==> config.mk <==
export PLATFORM = sky130hd
export DESIGN_NAME = mem_port_arbiter_flat
export DESIGN_NICKNAME = d
export VERILOG_FILES = /design/src/rtl/mem_port_arbiter_if.sv /design/src/rtl/mem_port_arbiter.sv /design/src/flat_wrapper.sv
export SDC_FILE = /design/constraint.sdc
export NUM_CORES = 1
export LEC_CHECK = 0
export ABC_CLOCK_PERIOD_IN_PS = 4200
export CAP_MARGIN = 5
export CORE_ASPECT_RATIO = 0.5
export CORE_UTILIZATION = 30
export DETAILED_ROUTE_END_ITERATION = 8
export DONT_BUFFER_PORTS = 1
export GPL_ROUTABILITY_DRIVEN = 0
export GPL_TIMING_DRIVEN = 0
export HOLD_SLACK_MARGIN = 0.02
export SETUP_SLACK_MARGIN = 0.5
export SYNTH_ARGS = -nofsm -noshare
export SYNTH_HDL_FRONTEND = slang
export SYNTH_SLANG_ARGS = --single-unit
==> constraint.sdc <==
create_clock -name clk -period 4.2 [get_ports clk]
set_input_delay 0.42 -clock clk [delete_from_list [all_inputs] [get_ports clk]]
set_output_delay 0.42 -clock clk [all_outputs]
set_load 0.02 [all_outputs]
==> src/rtl/mem_port_arbiter_if.sv <==
// Request/grant bundle between the eight requesters and the shared 64-bit port arbiter.
interface mem_port_arbiter_if;
   logic [7:0] req;
   logic       done;
   logic [7:0] gnt;
   logic [2:0] sel;
   logic       busy;
   logic       timeout;

   modport slave  (input req, done, output gnt, sel, busy, timeout);
   modport master (output req, done, input gnt, sel, busy, timeout);
endinterface

==> src/rtl/mem_port_arbiter.sv <==
// Round-robin arbiter granting one of eight requesters exclusive use of a shared 64-bit port.
// Define ARB_TIMEOUT_EN to force release of a grant held for TIMEOUT cycles without done.
module mem_port_arbiter #(
   parameter int TIMEOUT = 255
) (
   input logic               clk,
   input logic               rst,
   mem_port_arbiter_if.slave bus
);

   typedef enum logic {
      IDLE,
      GRANT
   } state_t;

   state_t     r_state;
   logic [2:0] r_ptr;
   logic [2:0] r_sel;
   logic [7:0] r_gnt;
   logic       r_busy;
   logic       r_timeout;

   logic       w_anyReq;
   logic       w_expire;
   logic       w_release;
   logic [2:0] w_base;
   logic [2:0] w_winner;

   if (TIMEOUT < 1 || TIMEOUT > 65535) begin : g_badTimeout
      $error("mem_port_arbiter: TIMEOUT out of range 1..65535");
   end

`ifdef ARB_TIMEOUT_EN
   logic [15:0] r_holdCnt;

   // Expiry fires on the edge that completes the TIMEOUT-th cycle of a grant.
   assign w_expire = (r_state == GRANT) && (r_holdCnt == 16'(TIMEOUT - 1));
`else
   assign w_expire = 1'b0;
`endif

   assign w_anyReq  = |bus.req;
   assign w_release = bus.done || w_expire;

   // A releasing grant arbitrates from the slot after the owner so back-to-back grants rotate fairly.
   assign w_base = (r_state == GRANT) ? (r_sel + 3'd1) : r_ptr;

   always_comb begin
      w_winner = w_base;
      for (int j = 7; j >= 0; j--) begin
         if (bus.req[w_base + 3'(j)]) begin
            w_winner = w_base + 3'(j);
         end
      end
   end

   always_ff @(posedge clk) begin
      if (rst) begin
         r_state   <= IDLE;
         r_ptr     <= 3'd0;
         r_sel     <= 3'd0;
         r_gnt     <= 8'd0;
         r_busy    <= 1'b0;
         r_timeout <= 1'b0;
`ifdef ARB_TIMEOUT_EN
         r_holdCnt <= 16'd0;
`endif
      end else begin
         case (r_state)
            IDLE: begin
               r_timeout <= 1'b0;
               if (w_anyReq) begin
                  r_state <= GRANT;
                  r_gnt   <= 8'd1 << w_winner;
                  r_sel   <= w_winner;
                  r_busy  <= 1'b1;
`ifdef ARB_TIMEOUT_EN
                  r_holdCnt <= 16'd0;
`endif
               end
            end
            GRANT: begin
               // Simultaneous done and expiry is an ordinary completion, so no timeout pulse.
               r_timeout <= w_expire && !bus.done;
               if (w_release) begin
                  r_ptr <= r_sel + 3'd1;
                  if (w_anyReq) begin
                     r_gnt <= 8'd1 << w_winner;
                     r_sel <= w_winner;
`ifdef ARB_TIMEOUT_EN
                     r_holdCnt <= 16'd0;
`endif
                  end else begin
                     r_state <= IDLE;
                     r_gnt   <= 8'd0;
                     r_busy  <= 1'b0;
                  end
               end else begin
`ifdef ARB_TIMEOUT_EN
                  r_holdCnt <= r_holdCnt + 16'd1;
`endif
               end
            end
            default: begin
               r_state <= IDLE;
               r_gnt   <= 8'd0;
               r_busy  <= 1'b0;
            end
         endcase
      end
   end

   assign bus.gnt     = r_gnt;
   assign bus.sel     = r_sel;
   assign bus.busy    = r_busy;
   assign bus.timeout = r_timeout;

endmodule

==> src/flat_wrapper.sv <==
// flat-port wrapper written by rule: the top's interface ports become plain ports
module mem_port_arbiter_flat 
#(
   parameter int TIMEOUT = 255
)
  (clk, rst, bus_req, bus_done, bus_gnt, bus_sel, bus_busy, bus_timeout);
  mem_port_arbiter_if bus_i ();
  input logic clk;
  input logic rst;
  input wire logic [$bits(bus_i.req)-1:0] bus_req;
  input wire logic [$bits(bus_i.done)-1:0] bus_done;
  output wire logic [$bits(bus_i.gnt)-1:0] bus_gnt;
  output wire logic [$bits(bus_i.sel)-1:0] bus_sel;
  output wire logic [$bits(bus_i.busy)-1:0] bus_busy;
  output wire logic [$bits(bus_i.timeout)-1:0] bus_timeout;
  assign bus_i.req = bus_req;
  assign bus_i.done = bus_done;
  assign bus_gnt = bus_i.gnt;
  assign bus_sel = bus_i.sel;
  assign bus_busy = bus_i.busy;
  assign bus_timeout = bus_i.timeout;
  mem_port_arbiter #(.TIMEOUT(TIMEOUT)) u_core (.clk(clk), .rst(rst), .bus(bus_i));
endmodule
# Yosys cells after proc, flatten, opt, wreduce, memory -nomap -nowiden

Index checks and enable logic that the tools add are counted.
W data, S select, Z words.

$add $sub $neg: 8
$lt $le $gt $ge: 8
Equality and inequality tests: 3
Shifts and indexed selects: 1
Mux-type cells: 39
Bitwise operators: 1
Reduce and logical (&&, ||, !) cells: 4

Operator list:

| operator              | count |
|---|---|
| $mux W3               | 11 |
| $lt A3 B4 Y1 const B  | 8 |
| $bmux W1 S3           | 8 |
| $mux W8               | 3 |
| $pmux W8 S2           | 1 |
| $mux W1               | 13 |
| $add A3 B3 Y3 const B | 4 |
| $reduce_or A8 Y1      | 1 |
| $shl A1 B3 Y8 const A | 1 |
| $add A3 B1 Y3 const B | 2 |
| $add A3 B2 Y3 const B | 2 |
| $pmux W3 S2           | 1 |
| $ne A2 B2 Y1 const B  | 2 |
| $pmux W1 S2           | 2 |
| $reduce_and A2 Y1     | 2 |
| $reduce_and A3 Y1     | 1 |
| $ne A2 B1 Y1 const B  | 1 |
| $not A1 Y1            | 1 |

Register bits after elaboration: 16
Input port bits: 11
Output and inout port bits: 13
Word-level logic and storage cells: 69

# Depth between registers and ports, before layout

Gate-level depths: netlist (run 1).

Depth in word-level cells: 17
Gate-level depth with buffers: 14
Depth with buffers taken out: 12

# Worst setup path after synthesis (run 1)

Ideal clock, no wire load.

Path type: reg2reg
Start point: reg u_core.r_sel[1], in the netlist u_core.bus.sel[1]
End point: reg u_core.r_gnt[0], in the netlist u_core.bus.gnt[0]
Library setup time: 0.088 ns
Arrival: 3.774 ns
Data required time: 4.112 ns
Path slack: 0.338 ns
Cell stages (with the launch flop): 15
Buffers on the path: 2
Period minus slack after synthesis: 3.862 ns
Path through: dfxtp_1 -> ha_1 -> mux2i_4 -> inv_1 -> buf_2 -> ha_1 -> buf_1 -> mux2_2 -> nor3_1 -> a21o_1 -> mux2_2 -> and4b_1 -> or3_4 -> or4_4 -> o31ai_1

Longest elaborated chain between the ends: 17

RTL lines:

| item                          | RTL line                                       | source |
|---|---|---|
| start: declaration            | mem_port_arbiter.sv:18                         | `logic [2:0] r_sel;` |
| start signal: assignment      | mem_port_arbiter.sv:75                         | `r_sel <= w_winner;` |
| start signal: assignment      | mem_port_arbiter.sv:89                         | `r_sel <= w_winner;` |
| $add A3 B1 Y3 (*)             | mem_port_arbiter.sv:46                         | `assign w_base = (r_state == GRANT) ? (r_sel + 3'd1) : r_ptr;` |
| $mux W3 (*)                   | mem_port_arbiter.sv:46                         |  |
| $add A3 B3 Y3                 | mem_port_arbiter.sv:51, mem_port_arbiter.sv:52 |  |
| $bmux W1 S3                   | mem_port_arbiter.sv:51                         | `if (bus.req[w_base + 3'(j)]) begin` |
| $mux W1 (implied by the code) | mem_port_arbiter.sv:51                         |  |
| $mux W3 (7 in series)         | mem_port_arbiter.sv:51                         |  |
| $mux W3 (*)                   | mem_port_arbiter.sv:51                         |  |
| $shl A1 B3 Y8 (*)             | mem_port_arbiter.sv:74, mem_port_arbiter.sv:88 |  |
| $mux W8                       | mem_port_arbiter.sv:87                         | `if (w_anyReq) begin` |
| $mux W8                       | mem_port_arbiter.sv:85                         | `if (w_release) begin` |
| $pmux W8 S2 (*)               | mem_port_arbiter.sv:69                         | `case (r_state)` |
| end signal: assignment        | mem_port_arbiter.sv:74                         | `r_gnt <= 8'd1 << w_winner;` |
| end signal: assignment        | mem_port_arbiter.sv:88                         | `r_gnt <= 8'd1 << w_winner;` |
| end: declaration              | mem_port_arbiter.sv:19                         | `logic [7:0] r_gnt;` |

Mark *: on every way between the ends. The rest lies on a longest branch, timed or not. The select of a mux whose other input is x is not followed.
A chain may end at the register's enable or synchronous reset.

# Worst setup path in the final report (run 1)

Start point: reg u_core.r_sel[1], in the netlist u_core.bus.sel[1]
End point: reg u_core.r_gnt[6], in the netlist u_core.bus.gnt[6]

The elaborated chain is that of the path after synthesis.

==> results of run 1 <==
==> registers in the layout (all words and copies together) (netlist names) <==
name             flops
u_core.bus.gnt       8
u_core.bus.busy      1
u_core.r_ptr         3
u_core.bus.sel       3
u_core.r_state       1
==> synthesized netlist by cell type (2+ instances only) <==
cell,number,area (um2)
nor3_1,9,45.0
nand3_1,15,75.1
o31ai_1,12,90.1
inv_1,12,45.0
xor2_1,2,17.5
nand4_1,4,25.0
or3_1,2,12.5
a21o_1,5,37.5
o311ai_0,2,17.5
dfxtp_1,16,320
o21ai_1,3,15.0
clkbuf_1,5,18.8
a21boi_0,2,15.0
o211ai_1,6,45.0
mux2_2,3,33.8
and3_1,2,12.5
buf_1,3,11.3
o21ai_0,13,65.1
a311oi_1,2,17.5
nand2_1,22,82.6
a211oi_1,6,45.0
mux2i_1,7,70.1
a31oi_1,6,37.5
ha_1,2,25.0
and2_1,7,43.8
a21oi_1,14,70.1
a211o_1,3,26.3
nand2b_1,4,25.0
a22oi_1,2,15.0
buf_2,4,20.0
nor2_1,17,63.8
o22ai_1,4,25.0
==> kinds of logic (layout without fill, tap and decap cells) <==
group | count (synthesis) | in the layout
AOI/OAI and AO/OA | 92 | 92
xor gates and xnor gates | 3 | 3
adders and majority gates | 2 | 2
buffers and inverters | 28 | 42
DFF | 16 | 16
muxes | 12 | 12
other | 1 | 1
and+or+nand+nor | 97 | 97
==> where the power goes <==
part           leakage [nW]  internal (mW)  switching (mW)  total [mW]
clock                0.0442          0.145          0.0583       0.203
sequential            0.133          0.198          0.0884       0.287
combinational         0.682          0.422           0.572       0.995
==> worst min-delay path by stage <==
stage / to / slack (ns) / depth (start not counted)
2_1_floorplan: u_core.r_ptr[2] / 0.53 / 2
3_3_place_gp: u_core.bus.gnt[4] / 0.55 / 2
3_5_place_dp: u_core.bus.gnt[0] / 0.56 / 2
4_1_cts: u_core.r_state / 0.40 / 2
5_1_grt: u_core.r_state / 0.44 / 2
6_report: u_core.r_state / 0.41 / 2
==> repair_timing <==
action | in CTS | in global routing
buffers inserted | 3 | 7
pin swaps | 1 | 5
gates cloned | 0 | 0
setup endpoints to repair | 11 | 8
gates resized for setup | 20 | 15
==> through the flow <==
stage                     instances  setup WS (ns)  area [um2]  setup TNS [ns]
final                           338          0.569        2220               0
after global routing            338          0.488        2220               0
after CTS                       331          0.542        2090               0
after floorplan                 251          0.502        1800               0
after global placement          324        -0.0860        1890          -0.523
after detailed placement        324         -0.126        1890          -0.839
==> area by class of cell <==
class                   instances  area, um2  share of cell area (%)
clock buffers                   4       88.8                    4.00
multi-input cells             207       1470                    66.4
flip-flops and latches         16        332                    14.9
repair buffers                 10       75.1                    3.38
inverters                      13       51.3                    2.31
well taps                      73       91.3                    4.12
plain buffers                  15        108                    4.85
==> worst max-delay path, stage by stage, from the launching register on <==
cell and delay, ns:
dfxtp_4 0.38, ha_4 0.27, mux2i_4 0.19, inv_2 0.06
buf_6 0.15, ha_4 0.26, buf_6 0.12, mux2_4 0.32
nor3_4 0.15, a21o_1 0.15, mux2_4 0.19, and4b_1 0.19
or3_4 0.34, or4_4 0.55, o31ai_4 0.22
==> metal layers <==
metal / vias to the layer above / track usage, %
met5: - / 0
met4: 0 / 6.37
met3: 23 / 3.89
met2: 137 / 31.0
met1: 977 / 26.5
li1: 983 / -
==> flow_summary_export.csv, run 1 <==
group,metric,value,unit
clocking,cts_num_sinks,16,
route,drt_first_pass_iters,7,
global_route,grt.overflow.total,0,
clocking,cts-root-buf,"clkbuf_16",
critical_path,setup.worst_path.end,"u_core.bus.gnt[6]",
critical_path,ff2ff_path_depth,14,
logic_synthesis,synth.distinct_cells,67,
route,wl_per_cell,18.5,um
power,leakage,0.859,nW
floorplan,rows,19,
route,drtIter0Drc,398,
logic_synthesis,synth_mux_area_share,8.29,%
clocking,h-tree-depth,1,
critical_path,end_kind,"flop",
route,routed.top_layer,"met4",
timing,setup_viol,0,
logic_synthesis,synth_top_family_by_area,"compound AO/OA/AOI/OAI gates",
clocking,cts_tree,"yes",
timing,slew_viol_final,0,
critical_path,cp.arrival,3.80,ns
critical_path,r2r-end,"u_core.bus.gnt[6]",
power,p_total,1.48,mW
global_route,antenna_found_initial,0,
timing,worst_slew_pin_slew,0.629,ns
critical_path,crit_path_start_kind,"flop",
timing,clock-skew-final,0.00169,ns
run,cap_violations,0,
timing,fin_hold_ws,0.410,ns
clocking,clockBufferDepth,2,
route,wl_met1,2690,um
route,wl_met2,2700,um
logic_synthesis,synthCells,251,
timing,slew_headroom,57.4,%
clocking,clk_latency,0.25,ns
critical_path,worst-setup-path-type,"reg -> reg",
critical_path,startpoint,"u_core.bus.sel[1]",
final_layout,n_fill_cell,559,
run_status,status,"complete, but fails checks",
logic_synthesis,yosys.area_share.simple,28.3,%
logic_synthesis,postSynthAreaPerCell,7.16,um2
logic_synthesis,synth_ff_type,"dfxtp_1",
hold_path,hold_path.class,"in -> reg",
run_status,violations,"design-rule violations",
timing,fmax,275,MHz
floorplan,dieArea,6320,um2
timing,rsz0062_at_grt,"false",
logic_synthesis,synth_edf_count,0,
critical_path,required,4.37,ns
power,irDropWorstVdd,0.207,mV
logic_synthesis,syn_area,1800,um2
route,drc,2,
final_layout,drive_gt1_share,19.6,%
place,hpwl,4620,um
clocking,cts_hold_buf,0,
logic_synthesis,synth_fa_ha_area_share,1.39,%
logic_synthesis,yosysSeqAreaShare,17.8,%
global_route,grt_usage,19.5,%
timing,period_needed,3.63,ns
final_layout,final_nets,279,
floorplan,start_util,31.9,%
timing,fin_crit_sh,86.5,%
critical_path,regToRegSetupSlack,0.57,ns
power,power_density,669,nW/um2
final_layout,antenna_cells,0,
logic_synthesis,synthXorXnorAreaFrac,1.88,%
clocking,cts_buffers,3,
critical_path,cp_max_fo,10,
logic_synthesis,synth_compound_gate_area_share,35.1,%
route,via_per_inst,6.27,
floorplan,die_w,111,um
global_route,grt_pass1_wl,9810,um
final_layout,layout_common_cells,"nand2_1 (22), nor2_1 (16), nand3_1 (15)",
floorplan,fp.dieH,56.7,um
route,wl,6250,um
final_layout,final_core_util,39.4,%
route,wl_met3,682,um
critical_path,rr_startpoint,"u_core.bus.sel[1]",
route,antenna_left,0,
logic_synthesis,postSynth.asyncResetShare,0,%
hold_path,min_from,"bus_done",
global_route,grt_pass1_vias,1929,
logic_synthesis,syn-num-nets,264,
clocking,clkTransAtPathRegs,0.05,ns
floorplan,io_pins,24,
timing,hold_viol,0,
route,routed-via-count,2120,
place,io_buffers,0,
final_layout,area_delta_synth_final,23.5,%
logic_synthesis,yosys_warnings,0,
logic_synthesis,synth_seq_cells,16,
global_route,grt_max_degree,11,
final_layout,layout_commonest_cell,"nand2_1",
floorplan,core_area,5630,um2
No activity file was read; power rests on OpenSTA's default activity.
==> run 2, diff against run 1 <==
--- a/config.mk
+++ b/config.mk
@@ -12,8 +12,8 @@
 export DETAILED_ROUTE_END_ITERATION = 8
 export DONT_BUFFER_PORTS = 1
 export GPL_ROUTABILITY_DRIVEN = 0
-export GPL_TIMING_DRIVEN = 0
 export HOLD_SLACK_MARGIN = 0.02
+export MAX_ROUTING_LAYER = met4
 export SETUP_SLACK_MARGIN = 0.5
 export SYNTH_ARGS = -nofsm -noshare
 export SYNTH_HDL_FRONTEND = slang
==> flow_summary_export.csv, run 2 (synthesis gave the netlist of run 1 again) <==
group,metric,value,unit
critical_path,cp_cell_sequence,"ha_2 -> mux2i_4 -> inv_1 -> ha_4 -> and2_1 -> a21o_1 -> nor2_2 -> mux2_2 -> a21boi_0 -> or3_4 -> or4_4 -> o31ai_1",
power,irDropWorstVdd,0.207,mV
clocking,cts_tree,"yes",
place,dp.cells,314,
timing,slew_headroom,58.7,%
critical_path,required,4.36,ns
route,wl,5840,um
critical_path,worst-setup-path-type,"reg -> reg",
route,wl_per_cell,18.3,um
floorplan,fp.dieH,56.7,um
clocking,cts_buffers,3,
final_layout,layout_common_cells,"nand2_1 (22), nor2_1 (16), nand3_1 (15)",
route,wl_met3,579,um
run_status,violations,"design-rule violations",
power,power_switching_share,48.8,%
final_layout,n_fill_cell,578,
timing,fin_crit_sh,84.5,%
route,antenna_left,0,
route,drtIter0Drc,302,
final_layout,final_nets,260,
critical_path,crit_path_start_kind,"flop",
global_route,grt_max_degree,19,
clocking,cts_hold_buf,0,
timing,setup_viol,0,
critical_path,cp_max_fo,7,
timing,period_needed,3.55,ns
timing,clock-skew-final,0.00130,ns
run_status,status,"complete, but fails checks",
floorplan,io_pins,24,
clocking,clkTransAtPathRegs,0.05,ns
route,routed-via-count,2023,
timing,fmax,282,MHz
final_layout,area_delta_synth_final,10.4,%
power,leakage,0.755,nW
route,drt_first_pass_iters,8,
route,drc,1,
clocking,cts-root-buf,"clkbuf_16",
power,power_density,663,nW/um2
clocking,clk_latency,0.24,ns
timing,hold_viol,0,
timing,slew_viol_final,0,
final_layout,layout_commonest_cell,"nand2_1",
route,wl_met1,2640,um
global_route,grt_pass1_wl,9480,um
route,routed.top_layer,"met4",
critical_path,cp.arrival,3.70,ns
final_layout,largest_reg_flops,8,
global_route,grt.overflow.total,0,
clocking,clockBufferDepth,2,
final_layout,final_cells,319,
clocking,h-tree-depth,1,
floorplan,die_w,111,um
route,via_per_inst,6.34,
global_route,grt_pass1_vias,1829,
floorplan,core_area,5630,um2
power,p_int,0.674,mW
floorplan,rows,19,
run,cap_violations,0,
place,io_buffers,0,
power,p_clk_share,15.4,%
power,combPwrFrac,62.6,%
timing,fin_setup_tns,0,ns
critical_path,slowest_delay,0.45,ns
global_route,antenna_found_initial,0,
power,pwr-share-seq,21.9,%
critical_path,slowest_stage,"or4_4",
floorplan,dieArea,6320,um2
power,power.switching,0.643,mW
timing,worst_slew_pin_slew,0.619,ns
critical_path,end_kind,"flop",
final_layout,antenna_cells,0,
hold_path,hold_path.class,"in -> reg",
global_route,grt_usage,19.4,%
clocking,cts_num_sinks,16,
floorplan,start_util,31.9,%
final_layout,drive_gt1_share,13.8,%
timing,fin_hold_ws,0.233,ns
place,hpwl,4440,um
route,wl_met2,2470,um
timing,rsz0062_at_grt,"false",
## run 2: changes by cell type in the layout (fill, tap and decap cells not counted), moves of 3 or more
cell | before | now
buf_4 | 11 | 4
clkbuf_1 | 5 | 0
buf_2 | 3 | 0
mux2_2 | 0 | 3
mux2_4 | 3 | 0
o31ai_1 | 9 | 12
## run 2: final cells by class
| cell class | count | area [um2] | share of cell area (%) |
|---|---|---|---|
| clock buffer | 4 | 88.8 | 4.48 |
| inverter | 13 | 48.8 | 2.46 |
| multi-input combinational | 207 | 1380 | 69.7 |
| sequential | 16 | 327 | 16.5 |
| tap | 73 | 91.3 | 4.60 |
| timing repair buffer | 6 | 46.3 | 2.33 |
## run 2: what timing repair did
item / CTS / global route
resized for setup: 3 / 9
setup buffers: 0 / 1
endpoints found under the setup margin: 8 / 8
pin swaps: 0 / 0
## run 2: power by group through the flow
stage	logic (mW)	clock network, mW	registers (mW)
floorplan	0.616	0	0.271
global placement	0.762	0	0.292
detailed placement	0.762	0	0.293
CTS	0.768	0.207	0.292
global route	0.897	0.215	0.297
finish	0.825	0.203	0.289
## run 2: critical path, delay by kind of cell, from the launching register on
family / cells / cell delay (ns)
muxes: 2 / 0.56
adders and majority gates: 2 / 0.51
AOI/OAI and AO/OA: 3 / 0.60
buffers and inverters: 1 / 0.10
DFF: 1 / 0.42
and+or+nand+nor: 4 / 1.24
## run 2: per-stage QoR
step	cell area [um2]	worst slack, ns	power, mW	utilization (%)
2_1_floorplan	1800	0.502	0.887	-
3_3_place_gp	1850	0.496	1.05	32.9
3_5_place_dp	1850	0.386	1.06	32.9
4_1_cts	1950	0.503	1.27	34.6
5_1_grt	1980	0.516	1.41	35.2
6_report	1980	0.652	1.32	35.2
## run 2: per-layer routing
metal / track usage [%] / vias up
li1: - / 938
met1: 26.2 / 939
met2: 28.4 / 129
met3: 3.78 / 17
met4: 7.92 / 0
met5: - / -
## run 2: worst paths after layout
path | startpoint | to | slack [ns] | cells past startpoint
max | u_core.bus.sel[0] | u_core.bus.gnt[4] | 0.65 | 12
min | rst | u_core.bus.sel[0] | 0.23 | 1
max reg2reg | u_core.bus.sel[0] | u_core.bus.gnt[4] | 0.65 | 12
min reg2reg | u_core.bus.gnt[6] | u_core.bus.gnt[6] | 0.55 | 2
